### config.mk
export PLATFORM = sky130hd
export DESIGN_NAME = instr_fetch_unit
export DESIGN_NICKNAME = d
export VERILOG_FILES = /design/src/rtl/riscv_defines_pkg.sv /design/src/rtl/prefetch_fifo.sv /design/src/rtl/instr_fetch_unit.sv
export SDC_FILE = /design/constraint.sdc
export NUM_CORES = 1
export LEC_CHECK = 0
export BUFFER_PORTS_ARGS = -buffer_cell sky130_fd_sc_hd__buf_4
export CAP_MARGIN = 10
export CORE_ASPECT_RATIO = 2
export CORE_UTILIZATION = 24
export CTS_CLUSTER_SIZE = 16
export DETAILED_ROUTE_END_ITERATION = 6
export PLACE_DENSITY_LB_ADDON = 0.25
export SLEW_MARGIN = 10
export SYNTH_ARGS = -nofsm -noshare
export SYNTH_HDL_FRONTEND = slang
export SYNTH_HIERARCHICAL = 1
export SYNTH_SLANG_ARGS = --single-unit
### constraint.sdc
create_clock -name clk -period 19.8 [get_ports clk]
set_clock_uncertainty 0.15 [all_clocks]
set_input_delay 2.97 -clock clk [delete_from_list [all_inputs] [get_ports clk]]
set_output_delay 2.97 -clock clk [all_outputs]
set_load 0.02 [all_outputs]
### src/rtl/riscv_defines_pkg.sv
// riscv_defines: core-wide word width, NOP encoding and fetch FSM state type.
package riscv_defines;
  localparam int WORD_WIDTH = 32;
  localparam logic [WORD_WIDTH-1:0] NOP_INSTR = 32'h0000_0013;
  typedef enum logic {FETCH_IDLE, FETCH_REQ} fetch_state_t;
  function automatic logic [WORD_WIDTH-1:0] word_align(input logic [WORD_WIDTH-1:0] a);
    return {a[WORD_WIDTH-1:2], 2'b00};
  endfunction
endpackage

### src/rtl/prefetch_fifo.sv
// prefetch_fifo: registered circular buffer with synchronous flush and occupancy count.
module prefetch_fifo #(
  parameter int DEPTH = 2,
  parameter int WIDTH = 64
) (
  input  logic                     clk,
  input  logic                     rst_n,
  input  logic                     flush_i,
  input  logic                     push_i,
  input  logic                     pop_i,
  input  logic [WIDTH-1:0]         data_i,
  output logic                     valid_o,
  output logic [WIDTH-1:0]         data_o,
  output logic [$clog2(DEPTH):0]   count_o
);
  localparam int AW = $clog2(DEPTH);
  logic [WIDTH-1:0] mem_q [DEPTH];
  logic [AW-1:0] wptr_q, rptr_q;
  logic [AW:0] count_q;
  logic push, pop;
  assign pop = pop_i && valid_o;
  assign push = push_i && (count_q != (AW+1)'(DEPTH) || pop);
  assign valid_o = count_q != '0;
  assign data_o = mem_q[rptr_q];
  assign count_o = count_q;
  always_ff @(posedge clk or negedge rst_n) begin
    if (!rst_n) begin
      wptr_q <= '0;
      rptr_q <= '0;
      count_q <= '0;
    end else if (flush_i) begin
      wptr_q <= '0;
      rptr_q <= '0;
      count_q <= '0;
    end else begin
      wptr_q <= wptr_q + AW'(push);
      rptr_q <= rptr_q + AW'(pop);
      count_q <= count_q + (AW+1)'(push) - (AW+1)'(pop);
    end
  end
  always_ff @(posedge clk) begin
    if (push && !flush_i) mem_q[wptr_q] <= data_i;
  end
endmodule

### src/rtl/instr_fetch_unit.sv
// instr_fetch_unit: PC generation, req/gnt/rvalid fetch and prefetch buffering
// with branch redirect that squashes buffered and in-flight words.
module instr_fetch_unit
  import riscv_defines::*;
#(
  parameter int FIFO_DEPTH = 2,
  parameter logic [WORD_WIDTH-1:0] BOOT_ADDR = 32'h0000_0080
) (
  input  logic                  clk,
  input  logic                  rst_n,
  input  logic                  fetch_en_i,
  input  logic                  branch_i,
  input  logic [WORD_WIDTH-1:0] branch_target_i,
  output logic                  instr_req_o,
  output logic [WORD_WIDTH-1:0] instr_addr_o,
  input  logic                  instr_gnt_i,
  input  logic                  instr_rvalid_i,
  input  logic [WORD_WIDTH-1:0] instr_rdata_i,
  output logic                  instr_valid_o,
  output logic [WORD_WIDTH-1:0] instr_o,
  output logic [WORD_WIDTH-1:0] instr_pc_o,
  input  logic                  instr_ready_i,
  output logic                  busy_o
);
  localparam int CW = $clog2(FIFO_DEPTH) + 1;
  fetch_state_t state_q, state_d;
  logic [WORD_WIDTH-1:0] fetch_pc_q, fetch_pc_d, br_pc_q, br_pc_d, resp_pc_q, resp_pc_d, target;
  logic [CW-1:0] out_q, out_d, disc_q, disc_d, fifo_count, count_d;
  logic br_pend_q, br_pend_d, gnt, stall, push, pop, drop, credit, fifo_valid;
  logic [2*WORD_WIDTH-1:0] fifo_data;
  assign target = word_align(branch_target_i);
  assign instr_req_o = state_q == FETCH_REQ;
  assign instr_addr_o = fetch_pc_q;
  assign gnt = instr_req_o && instr_gnt_i;
  assign stall = instr_req_o && !instr_gnt_i;
  assign drop = instr_rvalid_i && disc_q != '0;
  assign push = instr_rvalid_i && !branch_i && disc_q == '0;
  assign pop = fifo_valid && instr_ready_i && !branch_i;
  // A redirect during a stalled request is parked until that request is granted.
  always_comb begin
    out_d = out_q + CW'(gnt) - CW'(instr_rvalid_i);
    count_d = branch_i ? '0 : fifo_count + CW'(push) - CW'(pop);
    disc_d = branch_i ? out_d : disc_q - CW'(drop) + CW'(gnt && br_pend_q);
    br_pend_d = stall && branch_i ? 1'b1 : gnt ? 1'b0 : br_pend_q;
    br_pc_d = branch_i ? target : br_pc_q;
    fetch_pc_d = branch_i && !stall ? target
               : gnt ? (br_pend_q ? br_pc_q : fetch_pc_q + WORD_WIDTH'(4)) : fetch_pc_q;
    resp_pc_d = branch_i ? target : push ? resp_pc_q + WORD_WIDTH'(4) : resp_pc_q;
    credit = fetch_en_i && ({1'b0, out_d} + {1'b0, count_d} < (CW+1)'(FIFO_DEPTH));
    state_d = stall || credit ? FETCH_REQ : FETCH_IDLE;
  end
  always_ff @(posedge clk or negedge rst_n) begin
    if (!rst_n) begin
      state_q <= FETCH_IDLE;
      fetch_pc_q <= BOOT_ADDR;
      br_pc_q <= '0;
      br_pend_q <= 1'b0;
      resp_pc_q <= BOOT_ADDR;
      out_q <= '0;
      disc_q <= '0;
    end else begin
      state_q <= state_d;
      fetch_pc_q <= fetch_pc_d;
      br_pc_q <= br_pc_d;
      br_pend_q <= br_pend_d;
      resp_pc_q <= resp_pc_d;
      out_q <= out_d;
      disc_q <= disc_d;
    end
  end
  prefetch_fifo #(.DEPTH(FIFO_DEPTH), .WIDTH(2*WORD_WIDTH)) u_fifo (
    .clk     (clk),
    .rst_n   (rst_n),
    .flush_i (branch_i),
    .push_i  (push),
    .pop_i   (pop),
    .data_i  ({instr_rdata_i, resp_pc_q}),
    .valid_o (fifo_valid),
    .data_o  (fifo_data),
    .count_o (fifo_count)
  );
  assign instr_valid_o = fifo_valid;
  assign instr_o = fifo_valid ? fifo_data[2*WORD_WIDTH-1:WORD_WIDTH] : NOP_INSTR;
  assign instr_pc_o = fifo_valid ? fifo_data[WORD_WIDTH-1:0] : '0;
  assign busy_o = out_q != '0 || fifo_valid || instr_req_o;
endmodule

Yosys cells after proc, flatten, opt, wreduce, memory -nomap -nowiden. Memories as Yosys holds them, arrays and structs flattened. Cells that the tools add are included.

Memories kept: 1. Register bits after elaboration: 104. Logic and storage cells: 71. Input port bits: 71. Memory bits (writable): 128.

Mux-type cells: 17. Equal/unequal tests: 1. Add/subtract/negate cells: 13. Reductions and logical operators: 28. Order comparisons: 1.

Memories: u_fifo.mem_q (depth 2, bits a word 64, read ports 1, clocked after Yosys merged registers in 0, write ports 1, line prefetch_fifo.sv:17) `logic [WIDTH-1:0] mem_q [DEPTH];`.

Operator list (count): 2-to-1 mux 32 bit (7); adder 32 x 3 -> 32 bit (second input constant) (2); logical AND 1 bit (14); nonzero test 2 bit (6); adder 2 x 1 -> 2 bit (4); subtractor 2 x 1 -> 2 bit (4); 2-to-1 mux 1 bit (7); 2-to-1 mux 2 bit (3); logical OR 1 bit (4); adder 2 x 2 -> 3 bit (1); zero test 1 bit (3); less-than comparator 3 x 2 -> 1 bit (second input constant) (1); adder 1 bit (2); zero test 2 bit (1); inequality test 2 bit (second input constant) (1).

Longest topological paths before layout.
Depth after elaboration: 11. Gate-level depth with buffers: 13. Mapped depth without buffers: 12.

Modules after synthesis. The synthesis kept the hierarchy.

By module, submodules not included: instr_fetch_unit (instances 1, sequential area each 2404.8 um^2, cells an instance 655, area each 5689.2 um^2); prefetch_fifo (instances 1, sequential area each 3943.8 um^2, cells an instance 223, area each 4884.7 um^2).

Least setup slack after synthesis. Ideal clock, no wire load.

Path type: input to register. Start: input branch_i. End: memory u_fifo.mem_q[1][0], enable pin. Data required time: 19.072 ns. Path buffers: 1. Stages on the path: 5. Library setup time: 0.578 ns. Setup slack: 10.782 ns. Arrival time: 8.291 ns. Cell sequence: buf_2 inv_1 and3_1 o31ai_4 nor3b_1.

Longest elaborated chain between the ends: 8. Elaborated cells on any way between the ends: 10.

Ends and longest elaborated chain: start, declared (line instr_fetch_unit.sv:12) `input logic branch_i,`; zero test 1 bit (line instr_fetch_unit.sv:38) `assign pop = fifo_valid && instr_ready_i && !branch_i;`; logical AND 1 bit (line instr_fetch_unit.sv:38); via pop (line instr_fetch_unit.sv:29) `logic br_pend_q, br_pend_d, gnt, stall, push, pop, drop, credit, fifo_valid;`; logical AND 1 bit (line prefetch_fifo.sv:21) `assign pop = pop_i && valid_o;`; logical OR 1 bit (line prefetch_fifo.sv:22) `assign push = push_i && (count_q != (AW+1)'(DEPTH) || pop);`; logical AND 1 bit (line prefetch_fifo.sv:22); logical AND 1 bit (line prefetch_fifo.sv:42) `if (push && !flush_i) mem_q[wptr_q] <= data_i;`; 2-to-1 mux 1 bit (line prefetch_fifo.sv:42); 2-to-1 mux 1 bit (implied by the code) (line prefetch_fifo.sv:42); end, declared (line prefetch_fifo.sv:17).

The timed path passes the listed nets, and every way through them passes these cells.

Worst setup path after layout.
Start: register u_fifo.rptr_q. End: output instr_pc_o[23].

Longest elaborated chain between the ends: 2.

Ends and longest elaborated chain: start, declared (line prefetch_fifo.sv:18) `logic [AW-1:0] wptr_q, rptr_q;`; start signal, assigned (line prefetch_fifo.sv:37) `rptr_q <= rptr_q + AW'(pop);`; memory (2 x 64 bit); via fifo_data[23] (line instr_fetch_unit.sv:30) `logic [2*WORD_WIDTH-1:0] fifo_data;`; 2-to-1 mux 32 bit (line instr_fetch_unit.sv:84) `assign instr_pc_o = fifo_valid ? fifo_data[WORD_WIDTH-1:0] : '0;`; end, declared (line instr_fetch_unit.sv:21) `output logic [WORD_WIDTH-1:0] instr_pc_o,`.

The timed path passes the listed nets, and every way through them passes these cells.

==> flow_metrics.tcl <==
set metrics [dict create \
    status "finished, final reports clean" \
    synth_warnings 6 \
    final_util_pct 30.2 \
    syn2layout_area_growth_pct 24.0 \
    gp_congestion 0.824 \
    cts_num_sinks 228 \
    synth_seq_cells 228 \
    cp-start-kind "flip-flop" \
    r2r_cells 12 \
    place_inst 1559 \
    grt.total_usage_pct 13.2 \
    gr-total-overflow 0 \
    place_ws_ps 14170 \
    min_delay_path_depth 2 \
    setup_viol 0 \
    via_per_inst 4.49 \
    r2r-start "u_fifo/count_o[0]" \
    clk_pin_slew_ps 60 \
    hold_slack_ps 367 \
    hold_viol_final 0 \
    cp_max_fo 34 \
    synth_edf_count 128 \
    wire_per_inst_um 18.3 \
    hp-start "br_pc_q[15]" \
    cp_slowest_stage_delay_ps 910 \
    cp_data_required_time_ps 16680 \
    vias 7196 \
    clk_latency_ps 520 \
    layout_common_cells "buf_4, edfxtp_1, dfrtp_1" \
    p_leak_nw 5.14 \
    cts_setup_buffers 0 \
    min_path_type "reg -> reg" \
    ant_nets 0 \
    drc_errors 0 \
    drt-total-wl_um 29400 \
    ys.flop_type "edfxtp_1" \
    cts_max_level 1 \
    async_flop_share_pct 43.9 \
    nNetsFinal 1116 \
    maxSlewViolCount 0 \
    first_iter_violations 345 \
    path_cells "buf_4 > mux2_1 > and2_1 > buf_4" \
    grt_max_degree 76 \
    antenna_cells 0 \
    crit_type "reg -> out" \
    clock.fmax_ghz 0.169 \
    relSlewSlack_pct 23.9 \
    cts_resized 0 \
    worst_pin_slew_ps 1130 \
    die-area_um2 45000 \
    final_cells 1601 \
    fin_crit_ps 5910 \
    crit_path_top_delay_cell "dfrtp_2" \
    cts-root-buf "clkbuf_16" \
    synth-seq-area-share_pct 60.0 \
    die_w_um 150 \
    antenna_found_initial 0 \
    drive_above_1_share_pct 22.7 \
    cp_top_family "flip-flops" \
    port_buffers 165 \
    path_buf_inv 2 \
    rsz0062_at_grt "false" \
    final.setup.worst_slack_ps 13890 \
    die_y_um 299 \
    final_common_cell "buf_4" \
    post-route-period-util_pct 29.8 \
    clk_path_buf_depth 3 \
    grt_pass1_wl_um 44400 \
    ys_types 56 \
    hpwl_um 20600 \
    dpl_cell_area_um2 12400 \
    start_util_pct 24.4 \
    cts_tree "done" \
    arrival_ps 2790 \
    p_per_area_nw_per_um2 108 \
    cts_buffers 23 \
    core_region_area_um2 43400 \
    holdPathEnd "instr_addr_o[15]" \
    postCtsHoldBufs 0 \
    total_power_mw 1.41 \
    grt_pass1_vias 7411 \
    vdd_drop_max_mv 0.0462 \
    drt-pass1-iter-count 5 \
    finalSetupTns_ps 0 \
    end_kind "output port" \
    row_count 108 \
    drv_cap 0 \
    cp_common_cell "buf_4" \
    r2r-end "instr_req_o" \
    final_area_um2 13100 \
    rrSetupSlack_ps 17060 \
    synth_cells 878 \
    ios 170 \
    synth_area_per_cell_um2 12.0 \
    netlist_area_um2 10600 \
]
-- cells in the mapped netlist, types with 13 or more instances --
| cell type | n | area share [%] |
|---|---|---|
| nand3_1 | 24 | 1.1 |
| inv_1 | 42 | 1.5 |
| dfrtp_1 | 98 | 23 |
| edfxtp_1 | 128 | 36 |
| o21ai_0 | 85 | 4.0 |
| mux2_1 | 55 | 5.9 |
| and2_1 | 68 | 4.0 |
| a21oi_1 | 13 | 0.62 |
| clkbuf_1 | 27 | 0.96 |
| nor3_1 | 13 | 0.62 |
| nor2_1 | 39 | 1.4 |
| xnor2_1 | 33 | 2.7 |
| nand2_1 | 66 | 2.3 |
| a221oi_1 | 16 | 1.3 |
| nand4_1 | 17 | 1.0 |
| xor2_1 | 27 | 2.2 |
-- layer usage --
layer | wire (um) | vias to the layer above | global-route usage, %
met5 | 0 | - | 0
li1 | - | 3438 | -
met3 | 1180 | 58 | 1.79
met2 | 16000 | 189 | 24.4
met1 | 10800 | 3511 | 14.2
met4 | 1400 | 0 | 7.36
-- worst max-delay path by stage --
stage	startpoint	endpoint	slack (ps)	cells after the start
6_report	u_fifo/rptr_q	instr_pc_o[23]	13890	4
5_1_grt	u_fifo/rptr_q	instr_pc_o[23]	13700	4
4_1_cts	u_fifo/rptr_q	instr_pc_o[23]	13740	4
3_5_place_dp	branch_i	instr_req_o	14170	12
3_3_place_gp	branch_i	instr_req_o	14180	12
2_1_floorplan	branch_i	u_fifo/mem_q[1][0]	10780	5
-- worst register-to-register path: stages, from the launching register on --
cell and delay (ps):
dfrtp_1 440, inv_1 130, nand2_2 220, and3_1 290, ha_1 290, inv_1 40
ha_1 180, xnor2_1 150, nor2_1 70, fa_1 520, nor2_1 50, nand2_1 60
nand2_1 50
-- report_power, final --
part / internal (mW) / leakage (nW) / switching, mW / total (mW)
combinational: 0.142 / 2.41 / 0.194 / 0.336
sequential: 0.558 / 2.38 / 0.0781 / 0.637
clock: 0.246 / 0.344 / 0.192 / 0.438
-- cells by family after synthesis --
family | after synthesis | synth area share, %
AOI/OAI and AO/OA | 137 | 7.76
xor gates and xnor gates | 60 | 4.97
adders and majority gates | 11 | 1.37
buffers and inverters | 93 | 3.90
DFF | 228 | 60.0
muxes | 73 | 7.74
other | 1 | 0.0355
and+or+nand+nor | 275 | 14.2
-- registers in the layout (all words and copies together), names as in the netlist --
name            count
br_pc_q            30
br_pend_q           1
disc_q              2
instr_addr_o       30
instr_req_o         1
out_q               2
resp_pc_q          30
u_fifo/count_o      2
u_fifo/mem_q      128
u_fifo/rptr_q       1
u_fifo/wptr_q       1
-- layout make-up --
cell class / instances / area, um2
inverters: 43 / 161
fillers: 4506 / 30300
multi-input cells: 562 / 3860
repair buffers: 176 / 1320
flip-flops and latches: 228 / 6350
clock buffers: 30 / 612
clock inverters: 12 / 124
well taps: 550 / 688
(Power assumes the default switching activity.)
